`config.mk`:
```
export PLATFORM = sky130hd
export DESIGN_NAME = hh_step_sequencer_flat
export DESIGN_NICKNAME = d
export VERILOG_FILES = /design/src/rtl/hh_step_sequencer_if.sv /design/src/rtl/hh_step_sequencer.sv /design/src/flat_wrapper.sv
export SDC_FILE = /design/constraint.sdc
export NUM_CORES = 1
export LEC_CHECK = 0
export BUFFER_PORTS_ARGS = -buffer_cell sky130_fd_sc_hd__buf_4
export CAP_MARGIN = 20
export CORE_ASPECT_RATIO = 0.5
export CORE_MARGIN = 2
export CORE_UTILIZATION = 50
export DETAILED_ROUTE_END_ITERATION = 6
export GPL_TIMING_DRIVEN = 0
export PLACE_DENSITY = 0.72
export SLEW_MARGIN = 20
export SYNTH_ARGS = -nofsm -noshare
export SYNTH_HDL_FRONTEND = slang
export SYNTH_SLANG_ARGS = --single-unit
```
`constraint.sdc`:
```
create_clock -name clk -period 19.9 [get_ports clk]
set_input_delay 1.99 -clock clk [delete_from_list [all_inputs] [get_ports clk]]
set_output_delay 1.99 -clock clk [all_outputs]
set_load 0.01 [all_outputs]
```
`src/rtl/hh_step_sequencer_if.sv`:
```
// Shared-multiplier bus of the HH step sequencer.
// The sequencer issues operands; the multiplier returns a registered product.
interface hh_step_sequencer_if;
  logic [15:0] mul_a;
  logic [15:0] mul_b;
  logic        mul_en;
  logic [31:0] mul_p;

  modport master (
    output mul_a,
    output mul_b,
    output mul_en,
    input  mul_p
  );

  modport slave (
    input  mul_a,
    input  mul_b,
    input  mul_en,
    output mul_p
  );
endinterface

```
`src/rtl/hh_step_sequencer.sv`:
```
// Hodgkin-Huxley style membrane step: three conductance terms through
// one external multiplier, then Euler update of the Q8.8 potential.
module hh_step_sequencer #(
  parameter int E_L      = -17920,
  parameter int E_NA     = 12800,
  parameter int E_K      = -19712,
  parameter int DT_SHIFT = 4,
  parameter int V_TH     = 0
) (
  input  logic                        clk,
  input  logic                        rst_n,
  input  logic                        start,
  input  logic [15:0]                 g_l,
  input  logic [15:0]                 g_na,
  input  logic [15:0]                 g_k,
  input  logic [15:0]                 i_ext,
  hh_step_sequencer_if.master         mul,
  output logic [15:0]                 v_out,
  output logic                        busy,
  output logic                        done,
  output logic                        spike,
  output logic [15:0]                 step_cnt
);

  localparam logic signed [15:0] L_EL  = 16'(E_L);
  localparam logic signed [15:0] L_ENA = 16'(E_NA);
  localparam logic signed [15:0] L_EK  = 16'(E_K);
  localparam logic signed [15:0] L_VTH = 16'(V_TH);

  typedef enum logic [2:0] {
    IDLE,
    MUL_L,
    MUL_NA,
    MUL_K,
    DRAIN
  } state_t;

  state_t r_state;
  state_t w_next;

  logic signed [15:0] r_gl;
  logic signed [15:0] r_gna;
  logic signed [15:0] r_gk;
  logic signed [15:0] r_iext;
  logic signed [15:0] r_v;
  logic signed [25:0] r_acc;

  logic signed [31:0] w_psh;
  logic signed [31:0] w_itot;
  logic signed [31:0] w_dv;
  logic signed [31:0] w_vsum;
  logic signed [15:0] w_vnext;
  logic               w_spike;
  logic signed [15:0] w_bl;
  logic signed [15:0] w_bna;
  logic signed [15:0] w_bk;
  logic [15:0]        w_mul_a;
  logic [15:0]        w_mul_b;
  logic               w_mul_en;

  function automatic logic signed [31:0] sx(input logic signed [15:0] x);
    return {{16{x[15]}}, x};
  endfunction

  function automatic logic signed [15:0] sat16(input logic signed [31:0] x);
    if (x > 32'sd32767)
      return 16'sh7FFF;
    else if (x < -32'sd32768)
      return 16'sh8000;
    else
      return 16'(x);
  endfunction

  assign w_bl  = sat16(sx(r_v) - sx(L_EL));
  assign w_bna = sat16(sx(r_v) - sx(L_ENA));
  assign w_bk  = sat16(sx(r_v) - sx(L_EK));

  // Product arrives as Q16.16; the running sum and its update share one adder.
  assign w_psh   = $signed(mul.mul_p) >>> 8;
  assign w_itot  = {{6{r_acc[25]}}, r_acc} + w_psh;
  assign w_dv    = (sx(r_iext) - w_itot) >>> DT_SHIFT;
  assign w_vsum  = sx(r_v) + w_dv;
  assign w_vnext = sat16(w_vsum);
  assign w_spike = (r_v < L_VTH) && (w_vnext >= L_VTH);

  always_comb begin
    w_next   = r_state;
    w_mul_en = 1'b0;
    w_mul_a  = '0;
    w_mul_b  = '0;
    unique case (r_state)
      IDLE: begin
        if (start)
          w_next = MUL_L;
      end
      MUL_L: begin
        w_next   = MUL_NA;
        w_mul_en = 1'b1;
        w_mul_a  = r_gl;
        w_mul_b  = w_bl;
      end
      MUL_NA: begin
        w_next   = MUL_K;
        w_mul_en = 1'b1;
        w_mul_a  = r_gna;
        w_mul_b  = w_bna;
      end
      MUL_K: begin
        w_next   = DRAIN;
        w_mul_en = 1'b1;
        w_mul_a  = r_gk;
        w_mul_b  = w_bk;
      end
      DRAIN: begin
        w_next = IDLE;
      end
      default: begin
        w_next = IDLE;
      end
    endcase
  end

  assign mul.mul_en = w_mul_en;
  assign mul.mul_a  = w_mul_a;
  assign mul.mul_b  = w_mul_b;
  assign busy       = (r_state != IDLE);

  always_ff @(posedge clk or negedge rst_n) begin
    if (!rst_n) begin
      r_state  <= IDLE;
      r_gl     <= '0;
      r_gna    <= '0;
      r_gk     <= '0;
      r_iext   <= '0;
      r_v      <= L_EL;
      r_acc    <= '0;
      v_out    <= L_EL;
      done     <= 1'b0;
      spike    <= 1'b0;
      step_cnt <= '0;
    end else begin
      r_state <= w_next;
      done    <= 1'b0;
      spike   <= 1'b0;
      if (r_state == IDLE && start) begin
        r_gl   <= g_l;
        r_gna  <= g_na;
        r_gk   <= g_k;
        r_iext <= i_ext;
        r_v    <= v_out;
        r_acc  <= '0;
      end
      if (r_state == MUL_NA || r_state == MUL_K)
        r_acc <= w_itot[25:0];
      if (r_state == DRAIN) begin
        v_out    <= w_vnext;
        done     <= 1'b1;
        spike    <= w_spike;
        step_cnt <= step_cnt + 16'd1;
      end
    end
  end

endmodule

```
`src/flat_wrapper.sv`:
```
// flat-port wrapper written by rule: the top's interface ports become plain ports
module hh_step_sequencer_flat 
#(
  parameter int E_L      = -17920,
  parameter int E_NA     = 12800,
  parameter int E_K      = -19712,
  parameter int DT_SHIFT = 4,
  parameter int V_TH     = 0
)
  (clk, rst_n, start, g_l, g_na, g_k, i_ext, v_out, busy, done, spike, step_cnt, mul_mul_a, mul_mul_b, mul_mul_en, mul_mul_p);
  hh_step_sequencer_if mul_i ();
  input  logic clk;
  input  logic rst_n;
  input  logic start;
  input  logic [15:0] g_l;
  input  logic [15:0] g_na;
  input  logic [15:0] g_k;
  input  logic [15:0] i_ext;
  output logic [15:0] v_out;
  output logic busy;
  output logic done;
  output logic spike;
  output logic [15:0] step_cnt;
  output wire logic [$bits(mul_i.mul_a)-1:0] mul_mul_a;
  output wire logic [$bits(mul_i.mul_b)-1:0] mul_mul_b;
  output wire logic [$bits(mul_i.mul_en)-1:0] mul_mul_en;
  input wire logic [$bits(mul_i.mul_p)-1:0] mul_mul_p;
  assign mul_mul_a = mul_i.mul_a;
  assign mul_mul_b = mul_i.mul_b;
  assign mul_mul_en = mul_i.mul_en;
  assign mul_i.mul_p = mul_mul_p;
  hh_step_sequencer #(.E_L(E_L), .E_NA(E_NA), .E_K(E_K), .DT_SHIFT(DT_SHIFT), .V_TH(V_TH)) u_core (.clk(clk), .rst_n(rst_n), .start(start), .g_l(g_l), .g_na(g_na), .g_k(g_k), .i_ext(i_ext), .mul(mul_i), .v_out(v_out), .busy(busy), .done(done), .spike(spike), .step_cnt(step_cnt));
endmodule
```
==> results of run 1 <==
## kinds of logic (layout without fill, tap and decap cells)
logic type | Yosys count | in the layout | synth area share, %
AO/OA/AOI/OAI | 315 | 315 | 19.6
XOR/XNOR | 78 | 78 | 6.38
adder cells (fa/ha/maj) | 85 | 85 | 10.1
buffers and inverters | 95 | 286 | 3.48
flip-flops | 143 | 143 | 33.5
multiplexers | 20 | 20 | 2.07
AND/OR/NAND/NOR | 596 | 596 | 24.9
## metrics by stage
stage	cells	worst slack [ns]	cell area (um2)	util (%)	hold WS, ns
global placement	1763	10.50	12200	58.9	0.452
CTS	1796	10.84	12900	61.9	0.473
finish	1796	10.66	12900	61.9	0.472
detailed placement	1764	10.43	12300	59.1	0.457
global route	1796	10.20	12900	61.9	0.489
floorplan	1332	11.56	10700	-	0.437
## layer usage
metal | vias up | wire length, um | global-route usage (%)
li1 | 5073 | - | -
met1 | 5058 | 14900 | 41.1
met3 | 50 | 2520 | 7.38
met4 | 0 | 672 | 8.70
met5 | - | 0 | 0
met2 | 360 | 14400 | 44.8
## final cells by class
class,instances,area (um2)
fillers,1873,7930
inverters,36,135
repair buffers,159,1220
plain buffers,59,238
clock buffers,20,457
multi-input cells,1094,6750
flip-flops and latches,143,3590
clock inverters,12,125
well taps,273,342
## critical path, delay by kind of cell
kind                       cells  cell delay (ns)
AOI/OAI and AO/OA             13             3.27
xor gates and xnor gates       2             0.32
adders and majority gates      4             1.24
buffers and inverters          4             0.83
and+or+nand+nor               10             1.93
## cells in the mapped netlist, drive strengths merged (6+ instances only)
cell,n
nor3,16
dfstp,10
mux2,17
or3,10
nand2b,10
clkbuf,47
a21o,39
xor2,32
nand4,17
o21bai,9
nand3,72
nor2,78
a31oi,12
and2,10
ha,83
dfrtp,133
nor2b,12
o21ai,77
o211ai,6
inv,36
and3,16
o21a,9
a211oi,8
a22oi,24
nand2,324
buf,12
xnor2,46
nor4,12
a21oi,74
## path summary, 6_finish.rpt
| kind | end | slack (ns) | startpoint | depth (start not counted) |
|---|---|---|---|---|
| max | u_core.v_out[3] | 10.66 | mul_mul_p[8] | 33 |
| min | u_core.r_iext[0] | 0.47 | u_core.r_iext[0] | 2 |
| max reg2reg | u_core.v_out[3] | 11.93 | u_core.r_acc[0] | 32 |
| min reg2reg | u_core.r_iext[0] | 0.47 | u_core.r_iext[0] | 2 |
| max in group asynchronous | u_core.r_v[12] | 17.63 | rst_n | 2 |
| min in group asynchronous | u_core.r_gl[8] | 1.45 | rst_n | 1 |
## sequential cells by signal, indices dropped and copies added, names as in the netlist
register and count:
u_core.r_v 16, u_core.r_gk 16, u_core.r_gna 16, u_core.v_out 16, u_core.r_acc 26, u_core.done 1, u_core.step_cnt 16, u_core.spike 1
u_core.r_iext 16, u_core.r_gl 16, u_core.r_state 3
==> metrics.log, run 1 <==
[metrics] Final Max Slew Viols: 0
[metrics] Final Hold Violating Endpoints: 0
[metrics] Unique masters post-synth: 81
[metrics] cell types occupying the most area after synthesis: sky130_fd_sc_hd__dfrtp_1, sky130_fd_sc_hd__nand2_1, sky130_fd_sc_hd__ha_1, sky130_fd_sc_hd__xnor2_1, sky130_fd_sc_hd__a21oi_1
[metrics] largest stage delay on the critical path: 0.56 ns
[metrics] worst-case clock skew: 0.0135 ns
[metrics] status: finished, final reports clean
[metrics] Port-buffer cells: 158
[metrics] Rel. slew slack: 47.1%
[metrics] most frequent standard cell in the layout excluding fill and tap cells: sky130_fd_sc_hd__nand2_1
[metrics] Tightest Pin Transition: 0.784 ns
[metrics] DR iter-0 viols: 756
[metrics] Max Root-Sink Buffers: 2
[metrics] commonest non-fill, non-tap cells in the layout: sky130_fd_sc_hd__nand2_1, sky130_fd_sc_hd__buf_4, sky130_fd_sc_hd__dfrtp_1
[metrics] flops & latches, synth: 143
[metrics] final routed wirelength across all metal layers: 32.5 mm
[metrics] fraction of registers with async set/reset: 100%
[metrics] TNS Setup: 0 ns
[metrics] Worst-Skew Late Latency: 0.45 ns
[metrics] root buf cell: sky130_fd_sc_hd__clkbuf_16
[metrics] antenna violations before repair: 0
[metrics] area growth from synthesis to layout: 20.0%
[metrics] first-pass detailed-route iteration total: 5
[metrics] Core Area: 20800 um2
[metrics] peak clock frequency supported by timing: 0.108 GHz
[metrics] Chip Height: 108 um
[metrics] TritonCTS clock tree: done
[metrics] predominant post-synthesis flop cell: sky130_fd_sc_hd__dfrtp_1
[metrics] number of cells produced by synthesis: 1332
[metrics] final setup vio count: 0
[metrics] sequential fraction of the synthesis area: 33.5%
[metrics] ratio of cells with drive above 1 in the final layout: 16.1%
[metrics] CTS sink cnt: 143
[metrics] Post-Synthesis Net Count: 1516
[metrics] Vias/cell: 5.87
[metrics] Die X: 211 um
[metrics] routed wirelength normalized by instance count: 18.1 um
[metrics] number of warnings printed during yosys synthesis: 0
[metrics] H-tree depth: 4
[metrics] category of the most critical setup path: in2reg
[metrics] Max Cap Violations: 0
[metrics] setup fix buffers added after clock tree synthesis: 0
[metrics] area fraction of the dominant cell type after synthesis: 31.1%
[metrics] class of the worst hold path: reg2reg
[metrics] Data arrival, critical path: 9.61 ns
[metrics] number of nets with antenna violations after detailed routing: 0
[metrics] layout net count: 1694
[metrics] cell area after synthesis: 10700 um2
[metrics] biggest fanout along the worst timing path: 10
[metrics] Synth area leader: sky130_fd_sc_hd__dfrtp_1
[metrics] overall fraction of global-route tracks in use: 29.3%
[metrics] # resized after CTS: 0
[metrics] shortest clock period the worst path allows after layout: 9.24 ns
[metrics] clk slew on worst S/H paths: 0.07 ns
[metrics] most common cell type on the critical path: sky130_fd_sc_hd__a21oi_1
[metrics] placed wire-length estimate after detailed placement: 25.3 mm
[metrics] critical path capture point type: flip-flop
[metrics] data required time at the worst endpoint: 20.27 ns
[metrics] unrepaired setup endpoints after global routing: false
[metrics] grt total ovfl: 0
[metrics] launching element type of the critical path: input pin
[metrics] top-level I/O count: 167
[metrics] initial core utilization: 51.5%
[metrics] average footprint of a synthesized cell: 8.04 um2
[metrics] total via count after detailed routing: 10500
[metrics] number of CTS-inserted buffers: 17
[metrics] number of global-route vias before repair: 9916
[metrics] final weighted congestion of routability-driven global placement: 0.927
[metrics] die area: 22700 um2
[metrics] maximum number of pins on one net before global-route repair: 87
[metrics] hold buffers post-CTS: 0
[metrics] DRC errors left: 0
[metrics] # diodes: 0
[metrics] number of enable-type register cells in the synthesized netlist: 0
[metrics] Placement Rows: 37
[metrics] global-route wire length before repair: 51.6 mm
[metrics] final cycle utilization of the critical path: 46.4%
[metrics] Max stage delay cell, worst path: sky130_fd_sc_hd__a2111oi_2
Power of run 1 is not shown: default switching activity piles up to over one toggle a cycle in this logic, so the estimate is an artifact.
==> inputs of run 2 (changes only) <==
--- a/config.mk
+++ b/config.mk
@@ -12,7 +12,7 @@
 export CORE_UTILIZATION = 50
 export DETAILED_ROUTE_END_ITERATION = 6
 export GPL_TIMING_DRIVEN = 0
-export PLACE_DENSITY = 0.72
+export PLACE_DENSITY = 0.74
 export SLEW_MARGIN = 20
 export SYNTH_ARGS = -nofsm -noshare
 export SYNTH_HDL_FRONTEND = slang
==> constraint.sdc (replaced) <==
create_clock -name clk -period 8 [get_ports clk]
set_input_delay 0.8 -clock clk [delete_from_list [all_inputs] [get_ports clk]]
set_output_delay 0.8 -clock clk [all_outputs]
set_load 0.01 [all_outputs]
==> metrics.log, run 2 (synthesized netlist as in run 1, its figures left out) <==
[metrics] met1 track demand over resource in global routing: 39.3%
[metrics] biggest fanout along the worst timing path: 10
[metrics] Max stage delay cell, worst path: sky130_fd_sc_hd__or4_4
[metrics] Final Hold Violating Endpoints: 0
[metrics] most frequent standard cell in the layout excluding fill and tap cells: sky130_fd_sc_hd__nand2_1
[metrics] Die X: 211 um
[metrics] Chip Height: 108 um
[metrics] final cycle utilization of the critical path: 94.4%
[metrics] status: finished, final reports clean
[metrics] met3 track demand over resource: 5.63%
[metrics] number of CTS-inserted buffers: 17
[metrics] top-level I/O count: 167
[metrics] worst-case clock skew: 0.00663 ns
[metrics] Tightest Pin Transition: 1.09 ns
[metrics] global-route wire length before repair: 50.6 mm
[metrics] DRC errors left: 0
[metrics] final weighted congestion of routability-driven global placement: 0.952
[metrics] Max Cap Violations: 0
[metrics] most used routing layer: met2
[metrics] overall fraction of global-route tracks in use: 28.5%
[metrics] class of the worst hold path: in2async
[metrics] antenna violations before repair: 0
[metrics] maximum number of pins on one net before global-route repair: 77
[metrics] grt total ovfl: 0
[metrics] area growth from synthesis to layout: 20.9%
[metrics] Largest register FFs: 26
[metrics] DR iter-0 viols: 874
[metrics] number of global-route vias before repair: 9962
[metrics] Fin Hold WS: 0.286 ns
[metrics] number of fillers in the final layout: 1869
[metrics] data required time at the worst endpoint: 8.31 ns
[metrics] initial core utilization: 51.5%
[metrics] peak clock frequency supported by timing: 0.132 GHz
[metrics] routed wirelength normalized by instance count: 17.8 um
[metrics] Max Root-Sink Buffers: 2
[metrics] number of nets with antenna violations after detailed routing: 0
[metrics] layout net count: 1695
[metrics] hold buffers post-CTS: 0
[metrics] final routed wirelength across all metal layers: 31.9 mm
[metrics] shortest clock period the worst path allows after layout: 7.55 ns
[metrics] launching element type of the critical path: input pin
[metrics] Vias/cell: 5.87
[metrics] category of the most critical setup path: in2reg
[metrics] Worst-Skew Late Latency: 0.44 ns
[metrics] met2 global-route usage: 45.2%
[metrics] Core Area: 20800 um2
[metrics] CTS sink cnt: 143
[metrics] critical path capture point type: flip-flop
[metrics] die area: 22700 um2
[metrics] largest stage delay on the critical path: 0.58 ns
[metrics] placed wire-length estimate after detailed placement: 25.0 mm
[metrics] ratio of cells with drive above 1 in the final layout: 16.6%
[metrics] Top reg by flops: u_core.r_acc
[metrics] Rel. slew slack: 26.4%
[metrics] Data arrival, critical path: 7.87 ns
[metrics] clk slew on worst S/H paths: 0.06 ns
[metrics] total via count after detailed routing: 10500
[metrics] Final Max Slew Viols: 0
[metrics] TritonCTS clock tree: done
[metrics] Placement Rows: 37
[metrics] first-pass detailed-route iteration total: 5
[metrics] Port-buffer cells: 158
[metrics] root buf cell: sky130_fd_sc_hd__clkbuf_16
[metrics] # diodes: 0
[metrics] final setup vio count: 0
[metrics] H-tree depth: 4
[metrics] commonest non-fill, non-tap cells in the layout: sky130_fd_sc_hd__nand2_1, sky130_fd_sc_hd__buf_4, sky130_fd_sc_hd__dfrtp_1
[run 2: critical path, delay by kind of cell]
family / cells / cell delay (ns)
AOI/OAI and AO/OA: 15 / 2.81
xor gates and xnor gates: 3 / 0.61
adders and majority gates: 4 / 1.22
buffers and inverters: 4 / 0.69
and+or+nand+nor: 7 / 1.74
[run 2: timing repair]
item,in CTS,in global routing
resized for setup,0,8
buffers inserted,0,1
endpoints found under the hold margin,0,0
endpoints found under the setup margin,0,17
[run 2: routing by layer]
| layer | vias to the layer above | share of wire, % |
|---|---|---|
| li1 | 5063 | - |
| met1 | 5078 | 47 |
| met2 | 356 | 45 |
| met3 | 49 | 6.3 |
| met4 | 0 | 2.0 |
| met5 | - | 0 |
[run 2: area by class of cell]
type / instances / area, um2 / area share, %
buffer: 59 / 238 / 1.83
clock buffer: 19 / 453 / 3.50
clock inverter: 13 / 173 / 1.33
inverter: 36 / 135 / 1.04
multi-input combinational: 1094 / 6800 / 52.5
sequential: 143 / 3590 / 27.7
tap: 273 / 342 / 2.64
timing repair buffer: 160 / 1230 / 9.48
[run 2: metrics by stage]
stage | setup TNS [ns] | std cells | util, % | setup slack [ns] | area, um2
6_report | 0 | 1797 | 62.3 | 0.446 | 13000
3_5_place_dp | -4.20 | 1764 | 59.1 | -0.300 | 12300
5_1_grt | -0.0294 | 1797 | 62.3 | -0.0157 | 13000
3_3_place_gp | -1.55 | 1763 | 58.9 | -0.144 | 12200
4_1_cts | 0 | 1796 | 62.1 | 0.0920 | 12900
2_1_floorplan | 0 | 1332 | - | 0.848 | 10700
[run 2: worst paths after layout]
kind                            startpoint               end  slack [ns]  cells past startpoint
max                           mul_mul_p[8]  u_core.v_out[10]        0.45                     33
min                                  rst_n   u_core.r_gk[13]        0.29                      1
max reg2reg                u_core.r_acc[0]  u_core.v_out[10]        0.54                     32
min reg2reg                 u_core.r_gk[6]    u_core.r_gk[6]        0.47                      2
max in group asynchronous            rst_n  u_core.r_acc[22]        6.93                      2
min in group clk            u_core.r_gk[6]    u_core.r_gk[6]        0.47                      2
Power of run 2 is left out for the same reason.
